$ cat src/rtl/regwrite_arbiter_pkg.sv
// regwrite_arbiter_pkg: register-file write-port widths and keyboard FIFO entry packing.
package regwrite_arbiter_pkg;
  localparam int REG_ADDR_W = 5;
  localparam int REG_DATA_W = 32;
  localparam int KEY_ENTRY_W = REG_ADDR_W + REG_DATA_W;
  localparam logic [REG_ADDR_W-1:0] REG_ZERO = '0;
  typedef struct packed {
    logic [REG_ADDR_W-1:0] addr;
    logic [REG_DATA_W-1:0] data;
  } key_entry_t;
endpackage

$ cat src/rtl/regwrite_arbiter_fifo.sv
// regwrite_arbiter_fifo: DEPTH x W synchronous FIFO with occupancy count, active-low sync reset.
module regwrite_arbiter_fifo
  import regwrite_arbiter_pkg::*;
#(
  parameter int DEPTH = 4,
  parameter int W = KEY_ENTRY_W
) (
  input  logic                   clk,
  input  logic                   rst_n,
  input  logic                   i_push,
  input  logic                   i_pop,
  input  logic [W-1:0]           i_data,
  output logic [W-1:0]           o_data,
  output logic [$clog2(DEPTH):0] o_count,
  output logic                   o_full,
  output logic                   o_empty
);
  localparam int AW = $clog2(DEPTH);
  logic [W-1:0] r_mem [DEPTH];
  logic [AW-1:0] r_wr, r_rd;
  logic [AW:0] r_count;
  logic w_push, w_pop;
  assign o_full = r_count == (AW+1)'(DEPTH);
  assign o_empty = r_count == '0;
  assign w_push = i_push && !o_full;
  assign w_pop = i_pop && !o_empty;
  assign o_data = r_mem[r_rd];
  assign o_count = r_count;
  always_ff @(posedge clk) begin
    if (!rst_n) begin
      r_wr <= '0;
      r_rd <= '0;
      r_count <= '0;
    end else begin
      if (w_push) begin
        r_mem[r_wr] <= i_data;
        r_wr <= r_wr + 1'b1;
      end
      if (w_pop) r_rd <= r_rd + 1'b1;
      r_count <= r_count + (AW+1)'(w_push) - (AW+1)'(w_pop);
    end
  end
endmodule

$ cat src/rtl/regwrite_arbiter.sv
// regwrite_arbiter: merges CPU results (priority) and queued keyboard loads onto the regfile write port.
// Optional keyboard starvation guard enabled by defining REGWRITE_STARVE_GUARD_EN.
module regwrite_arbiter
  import regwrite_arbiter_pkg::*;
#(
  parameter int DEPTH = 4
`ifdef REGWRITE_STARVE_GUARD_EN
  , parameter int STARVE_LIMIT = 8
`endif
) (
  input  logic                   Clk,
  input  logic                   Reset_n,
  input  logic                   CpuWriteValid,
  input  logic [REG_ADDR_W-1:0]  CpuWriteRegister,
  input  logic [REG_DATA_W-1:0]  CpuWriteData,
  output logic                   CpuStall,
  input  logic                   KeyValid,
  output logic                   KeyReady,
  input  logic [REG_ADDR_W-1:0]  KeyRegister,
  input  logic [REG_DATA_W-1:0]  KeyData,
  output logic [$clog2(DEPTH):0] KeyCount,
  output logic [REG_ADDR_W-1:0]  WriteRegister,
  output logic [REG_DATA_W-1:0]  WriteData,
  output logic                   RegWrite
);
  logic w_full, w_empty, w_cpu_win, w_pop, w_push;
  key_entry_t w_head;
  // r0 writes never win, so a queued key entry may drain in the same cycle
  assign w_cpu_win = CpuWriteValid && !CpuStall && CpuWriteRegister != REG_ZERO;
  assign w_pop = !w_cpu_win && !w_empty;
  assign KeyReady = Reset_n && !w_full;
  assign w_push = KeyValid && KeyReady && KeyRegister != REG_ZERO;
  regwrite_arbiter_fifo #(.DEPTH(DEPTH), .W(KEY_ENTRY_W)) u_fifo (
    .clk(Clk),
    .rst_n(Reset_n),
    .i_push(w_push),
    .i_pop(w_pop),
    .i_data({KeyRegister, KeyData}),
    .o_data(w_head),
    .o_count(KeyCount),
    .o_full(w_full),
    .o_empty(w_empty)
  );
`ifdef REGWRITE_STARVE_GUARD_EN
  localparam int SW = $clog2(STARVE_LIMIT + 1);
  logic [SW-1:0] r_starve;
  assign CpuStall = Reset_n && r_starve == SW'(STARVE_LIMIT);
  // with the FIFO non-empty, a cycle that does not pop is one the CPU won
  always_ff @(posedge Clk) begin
    if (!Reset_n) r_starve <= '0;
    else r_starve <= (w_empty || w_pop) ? '0 : r_starve + 1'b1;
  end
`else
  assign CpuStall = 1'b0;
`endif
  always_ff @(posedge Clk) begin
    if (!Reset_n) begin
      RegWrite <= 1'b0;
      WriteRegister <= REG_ZERO;
      WriteData <= '0;
    end else begin
      RegWrite <= w_cpu_win || w_pop;
      if (w_cpu_win) begin
        WriteRegister <= CpuWriteRegister;
        WriteData <= CpuWriteData;
      end else if (w_pop) begin
        WriteRegister <= w_head.addr;
        WriteData <= w_head.data;
      end
    end
  end
endmodule

$ cat config.mk
export PLATFORM = sky130hd
export DESIGN_NAME = regwrite_arbiter
export DESIGN_NICKNAME = d
export VERILOG_FILES = /design/src/rtl/regwrite_arbiter_pkg.sv /design/src/rtl/regwrite_arbiter_fifo.sv /design/src/rtl/regwrite_arbiter.sv
export SDC_FILE = /design/constraint.sdc
export NUM_CORES = 1
export LEC_CHECK = 0
export ABC_AREA = 0
export CAP_MARGIN = 20
export CORE_ASPECT_RATIO = 0.9
export CORE_MARGIN = 4
export CORE_UTILIZATION = 53
export DETAILED_ROUTE_END_ITERATION = 16
export GPL_ROUTABILITY_DRIVEN = 0
export HOLD_SLACK_MARGIN = 0.02
export PLACE_DENSITY_LB_ADDON = 0.15
export SLEW_MARGIN = 20
export SYNTH_ARGS = -nofsm -noshare
export SYNTH_HDL_FRONTEND = slang
export SYNTH_SLANG_ARGS = --single-unit
export TNS_END_PERCENT = 100
$ cat constraint.sdc
create_clock -name Clk -period 4.2 [get_ports Clk]
set_input_delay 1.26 -clock Clk [delete_from_list [all_inputs] [get_ports Clk]]
set_output_delay 1.26 -clock Clk [all_outputs]
set_load 0.02 [all_outputs]
==> results_dict.tcl, run 1 <==
set metrics [dict create \
    status "completed" \
    postCtsSetupBuffers 0 \
    drv_cap 0 \
    setup.worst_path.class "in -> out" \
    viasPerCell 5.79 \
    cts_tree "built" \
    io_buffers 119 \
    grt-ovfl-total 0 \
    post-route-drc-count 0 \
    worst_slew_pin_slew_ns 1.09 \
    fp.dieH_um 120 \
    drive_above_1_share_pct 14.2 \
    grt_usage_pct 20.9 \
    syn_to_final_growth_pct 25.6 \
    cts_sinks 195 \
    vias 4357 \
    syn-num-nets 541 \
    holdBufCountCts 0 \
    power.total_mw 5.10 \
    synth_flop_cell "edfxtp_1" \
    drt_wl_total_mm 15.7 \
    p_int_mw 3.65 \
    synth.area.top_cells "edfxtp_1 60%, dfxtp_1 13%, mux4_2 11%, a21oi_1 5.2%, nand2_1 2.1%" \
    clockRootBuffer "clkbuf_16" \
    dp_slack_ns 0.296 \
    p_comb_share_pct 23.8 \
    antenna_cells 0 \
    grt_pass1_vias 4682 \
    row_count 40 \
    slew_headroom_pct 27.1 \
    cts_resized 0 \
    setup_slack_ns 0.437 \
    seqPwrFrac_pct 46.7 \
    fmax_mhz 266 \
    ff2ff_setup_slack_ns 1.65 \
    endpoint_kind "primary output" \
    drtAntennaViolNets 0 \
    clkTransAtPathRegs_ns 0.07 \
    setup_viol_count_final 0 \
    yosys.area.top_type "edfxtp_1" \
    hold_viol 0 \
    clk_latency_ns 0.42 \
    syn_area_um2 7380 \
    cts.path.max_buffers 2 \
    grt_pass1_wl_mm 25.0 \
    fin_cells 752 \
    arrival_ns 2.50 \
    avgSynthCellArea_um2 16.2 \
    io_pins 121 \
    swShare_pct 28.4 \
    final_cell_area_um2 9270 \
    synth.most_common_cell "edfxtp_1" \
    startpoint_type "input port" \
    antenna_found_initial 0 \
    synth_edf_count 148 \
    p_switching_mw 1.45 \
    synthDominantCellAreaShare_pct 60.2 \
    first_pass_iters 5 \
    async_flop_share_pct 0 \
    numCtsBuffers 17 \
    cp_data_required_time_ns 2.94 \
    cp_max_fo 3 \
    dp.cells 720 \
    final_net_count 656 \
    finalMaxSlewViolations 0 \
    ys_types 31 \
    yosys_warnings 0 \
    grt_max_degree 41 \
    synth_commonest_cells "148 x edfxtp_1, 76 x a21oi_1, 47 x dfxtp_1" \
    ir_drop_v 0.000329 \
    min_period_ns 3.76 \
    synth-seq-cells 195 \
    drt-wirelength-per-cell_um 20.9 \
    clock_skew_ns 0.00641 \
    cellLeakagePower_nw 3.06 \
    hold_class "reg -> reg" \
    start_util_pct 54.6 \
    dp_hpwl_mm 9.24 \
    die-area_um2 15900 \
    die_w_um 132 \
    rsz0062_at_grt "false" \
    synth_cells 456 \
    clockPowerShare_pct 29.5 \
    post_dp_cell_area_um2 8720 \
    setup_tns_ns 0 \
    core_area_um2 13500 \
    htree_levels 4 \
    seq_area_frac_synth_pct 73.0 \
    period_share_pct 89.6 \
    powerDensity_nw_per_um2 550 \
    drtIter0Drc 364 \
]
per-layer routing:
metal / share of wire [%] / routed length [um] / GRT usage (%)
met1: 41 / 6390 / 25.3
met2: 52 / 8240 / 36.1
met3: 5.8 / 917 / 5.74
met4: 1.1 / 166 / 8.05
met5: 0 / 0 / 0
state kept, by name (all words and copies together), names as in the netlist, named ones only:
| register | count |
|---|---|
| WriteData | 32 |
| u_fifo.r_rd | 2 |
| u_fifo.o_count | 3 |
| u_fifo.r_wr | 2 |
| RegWrite | 1 |
| u_fifo.r_mem | 148 |
| WriteRegister | 5 |
worst max-delay path: stages:
cell	delay, ns
clkdlybuf4s50_1	0.50
and2_1	0.13
clkdlybuf4s50_1	0.61
cell type report:
type / instances / area [um2]
sequential: 195 / 5390
multi-input combinational: 225 / 1860
inverter: 7 / 26.3
tap: 168 / 210
clock buffer: 24 / 472
timing repair buffer: 125 / 1240
fill: 919 / 4250
clock inverter: 8 / 78.8
layout by cell type, fill, tap and decap left out, drive strengths merged, types with 2 or more instances in the layout:
| master | synthesis | routed |
|---|---|---|
| a21oi | 76 | 76 |
| o21ai | 38 | 38 |
| nand2 | 42 | 42 |
| o31ai | 2 | 2 |
| nor2 | 3 | 3 |
| clkdlybuf4s50 | 0 | 119 |
| clkinvlp | 0 | 4 |
| edfxtp | 148 | 148 |
| and2 | 6 | 6 |
| inv | 6 | 7 |
| clkinv | 1 | 3 |
| mux2 | 2 | 2 |
| dfxtp | 47 | 47 |
| clkbuf | 17 | 24 |
| ha | 6 | 6 |
| or4 | 3 | 3 |
| mux4 | 37 | 37 |
| buf | 12 | 6 |
logic make-up (layout without fill, tap and decap cells):
family	after synthesis	count (layout)	share of synthesized area, %
DFF	195	195	73.0
AOI/OAI and AO/OA	118	118	8.24
xor gates and xnor gates	2	2	0.237
other	1	1	0.0508
and+or+nand+nor	58	58	3.49
muxes	39	39	11.6
adders and majority gates	7	7	1.29
buffers and inverters	36	164	2.09
power by group through the flow:
| stage | Sequential (mW) | Clock [mW] | Combinational (mW) |
|---|---|---|---|
| global route | 2.41 | 1.62 | 1.33 |
| detailed placement | 2.43 | 0 | 1.22 |
| global placement | 2.42 | 0 | 1.20 |
| floorplan | 2.45 | 0 | 0.709 |
| CTS | 2.39 | 1.54 | 1.23 |
| finish | 2.38 | 1.51 | 1.21 |
through the flow:
step | hold slack [ns] | util, %
finish | 0.493 | 68.6
CTS | 0.486 | 68.6
detailed placement | 0.470 | 64.5
floorplan | 0.455 | -
global route | 0.530 | 68.6
global placement | 0.458 | 64.5
worst paths after layout:
path,from,to,cells after the start
worst min-delay path,u_fifo.r_rd[1],flip-flop,2
worst max register to register,u_fifo.o_count[1],u_fifo.o_count[2],11
worst min register to register,u_fifo.r_rd[1],flip-flop,2
worst max-delay path,Reset_n,KeyReady,3
Power figures use the tool's default switching activity.
==> run 2: changes to the inputs <==
--- a/config.mk
+++ b/config.mk
@@ -13,7 +13,7 @@
 export DETAILED_ROUTE_END_ITERATION = 16
 export GPL_ROUTABILITY_DRIVEN = 0
 export HOLD_SLACK_MARGIN = 0.02
-export PLACE_DENSITY_LB_ADDON = 0.15
+export PLACE_DENSITY = 0.82
 export SLEW_MARGIN = 20
 export SYNTH_ARGS = -nofsm -noshare
 export SYNTH_HDL_FRONTEND = slang
==> results_dict.tcl, run 2 (synthesis gave the netlist of run 1 again) <==
set metrics [dict create \
    drive_above_1_share_pct 14.4 \
    min_period_ns 3.76 \
    syn_to_final_growth_pct 25.7 \
    clk_latency_ns 0.44 \
    power.total_mw 5.14 \
    clkTransAtPathRegs_ns 0.07 \
    setup.worst_path.class "in -> out" \
    clockRootBuffer "clkbuf_16" \
    status "completed" \
    setup_tns_ns 0 \
    grt_max_degree 41 \
    core_area_um2 13500 \
    postCtsSetupBuffers 0 \
    worstReg2RegStart "u_fifo.o_count[1]" \
    dp_slack_ns 0.251 \
    final_util_pct 68.6 \
    io_pins 121 \
    post-route-drc-count 0 \
    fmax_mhz 266 \
    cp_data_required_time_ns 2.94 \
    numCtsBuffers 17 \
    first_pass_iters 4 \
    drv_cap 0 \
    final_net_count 655 \
    r2r-end "u_fifo.o_count[2]" \
    drtAntennaViolNets 0 \
    r2r_cells 11 \
    grt-ovfl-total 0 \
    drt-wirelength-per-cell_um 20.7 \
    setup_viol_count_final 0 \
    final_common_cell "edfxtp_1" \
    cpMostUsedCell "clkdlybuf4s50_1" \
    largest-register "u_fifo.r_mem" \
    finalMaxSlewViolations 0 \
    ff2ff_setup_slack_ns 1.67 \
    cp_max_fo 3 \
    grt_pass1_wl_mm 25.0 \
    arrival_ns 2.50 \
    cellLeakagePower_nw 3.07 \
    cp_slowest_stage_delay_ns 0.60 \
    hold_viol 0 \
    cts.path.max_buffers 2 \
    startpoint "Reset_n" \
    cts_sinks 195 \
    rsz0062_at_grt "false" \
    ir_drop_v 0.000347 \
    antenna_cells 0 \
    die-area_um2 15900 \
    die_w_um 132 \
    drt_wl_total_mm 15.5 \
    holdBufCountCts 0 \
    cp_top_family "buffers and inverters" \
    fp.dieH_um 120 \
    antenna_found_initial 0 \
    cts_resized 0 \
    swShare_pct 28.4 \
    start_util_pct 54.6 \
    p_int_mw 3.68 \
    dp_hpwl_mm 9.33 \
    clock_skew_ns 0.0207 \
    vias 4241 \
    cp_slowest_cell "clkdlybuf4s50_1" \
    setup_slack_ns 0.442 \
    p_switching_mw 1.46 \
    period_share_pct 89.5 \
    startpoint_type "input port" \
    final_cell_mix "148 x edfxtp_1, 119 x clkdlybuf4s50_1, 76 x a21oi_1, 45 x dfxtp_1, 42 x nand2_1" \
    worst_slew_pin_slew_ns 1.03 \
    htree_levels 4 \
    drtIter0Drc 451 \
    crit_end "KeyReady" \
    whs_ns 0.494 \
    path_cells "clkdlybuf4s50_1 > and2_1 > clkdlybuf4s50_1" \
    grt_usage_pct 20.5 \
    largest_reg_flops 148 \
    viasPerCell 5.65 \
    endpoint_kind "primary output" \
    seqPwrFrac_pct 46.5 \
    powerDensity_nw_per_um2 555 \
    reg_top3 "u_fifo.r_mem (148), WriteData (32), WriteRegister (5)" \
    crit_buf_inv 2 \
    slew_headroom_pct 31.5 \
    row_count 40 \
    hold_class "reg -> reg" \
    p_comb_share_pct 23.3 \
    cp_num_cells 3 \
    io_buffers 119 \
    grt_pass1_vias 4676 \
    cts_tree "built" \
    clockPowerShare_pct 30.2 \
]
## run 2: changes by cell type in the layout (fill, tap and decap cells not counted), sizes merged
| cell | change |
|---|---|
| inv | -1 |
| clkinv | +3 |
| clkinvlp | -1 |
| bufinv | +1 |
| buf | -1 |
| clkbuf | -3 |
## run 2: metrics by stage
| step | cell area, um2 | std cells |
|---|---|---|
| floorplan | 7380 | 456 |
| global placement | 8710 | 719 |
| detailed placement | 8710 | 719 |
| CTS | 9270 | 750 |
| global route | 9270 | 750 |
| finish | 9270 | 750 |
## run 2: routing by layer
layer,routed length [um],track usage (%)
met1,6440,26.4
met2,7750,34.0
met3,1130,5.07
met4,187,7.53
met5,0,0
## run 2: worst min path at each step
| stage | endpoint | from | slack (ns) | depth (start not counted) |
|---|---|---|---|---|
| global placement | flip-flop | u_fifo.r_rd[1] | 0.46 | 2 |
| global route | flip-flop | u_fifo.r_rd[1] | 0.55 | 2 |
| detailed placement | flip-flop | u_fifo.r_rd[1] | 0.49 | 2 |
| CTS | flip-flop | u_fifo.r_rd[1] | 0.49 | 2 |
| floorplan | flip-flop | u_fifo.r_rd[1] | 0.45 | 2 |
| finish | flip-flop | u_fifo.r_rd[1] | 0.49 | 2 |
## run 2: tightest hold or removal path: stages (launching register included)
cell     delay (ns)
dfxtp_1        0.31
o31ai_1        0.06
a21oi_1        0.08
## run 2: area by class of cell
class / count / area (um2)
Clock buffer: 21 / 450
Clock inverter: 10 / 111
Fill cell: 889 / 4240
Inverter: 7 / 26.3
Multi-Input combinational cell: 225 / 1860
Sequential cell: 195 / 5390
Tap cell: 168 / 210
Timing Repair Buffer: 124 / 1230
## run 2: power by group through the flow
stage	logic [mW]	clock network, mW	registers [mW]
2_1_floorplan	0.709	0	2.45
5_1_grt	1.31	1.65	2.42
6_report	1.20	1.55	2.39
4_1_cts	1.21	1.57	2.40
3_3_place_gp	1.17	0	2.42
3_5_place_dp	1.21	0	2.44
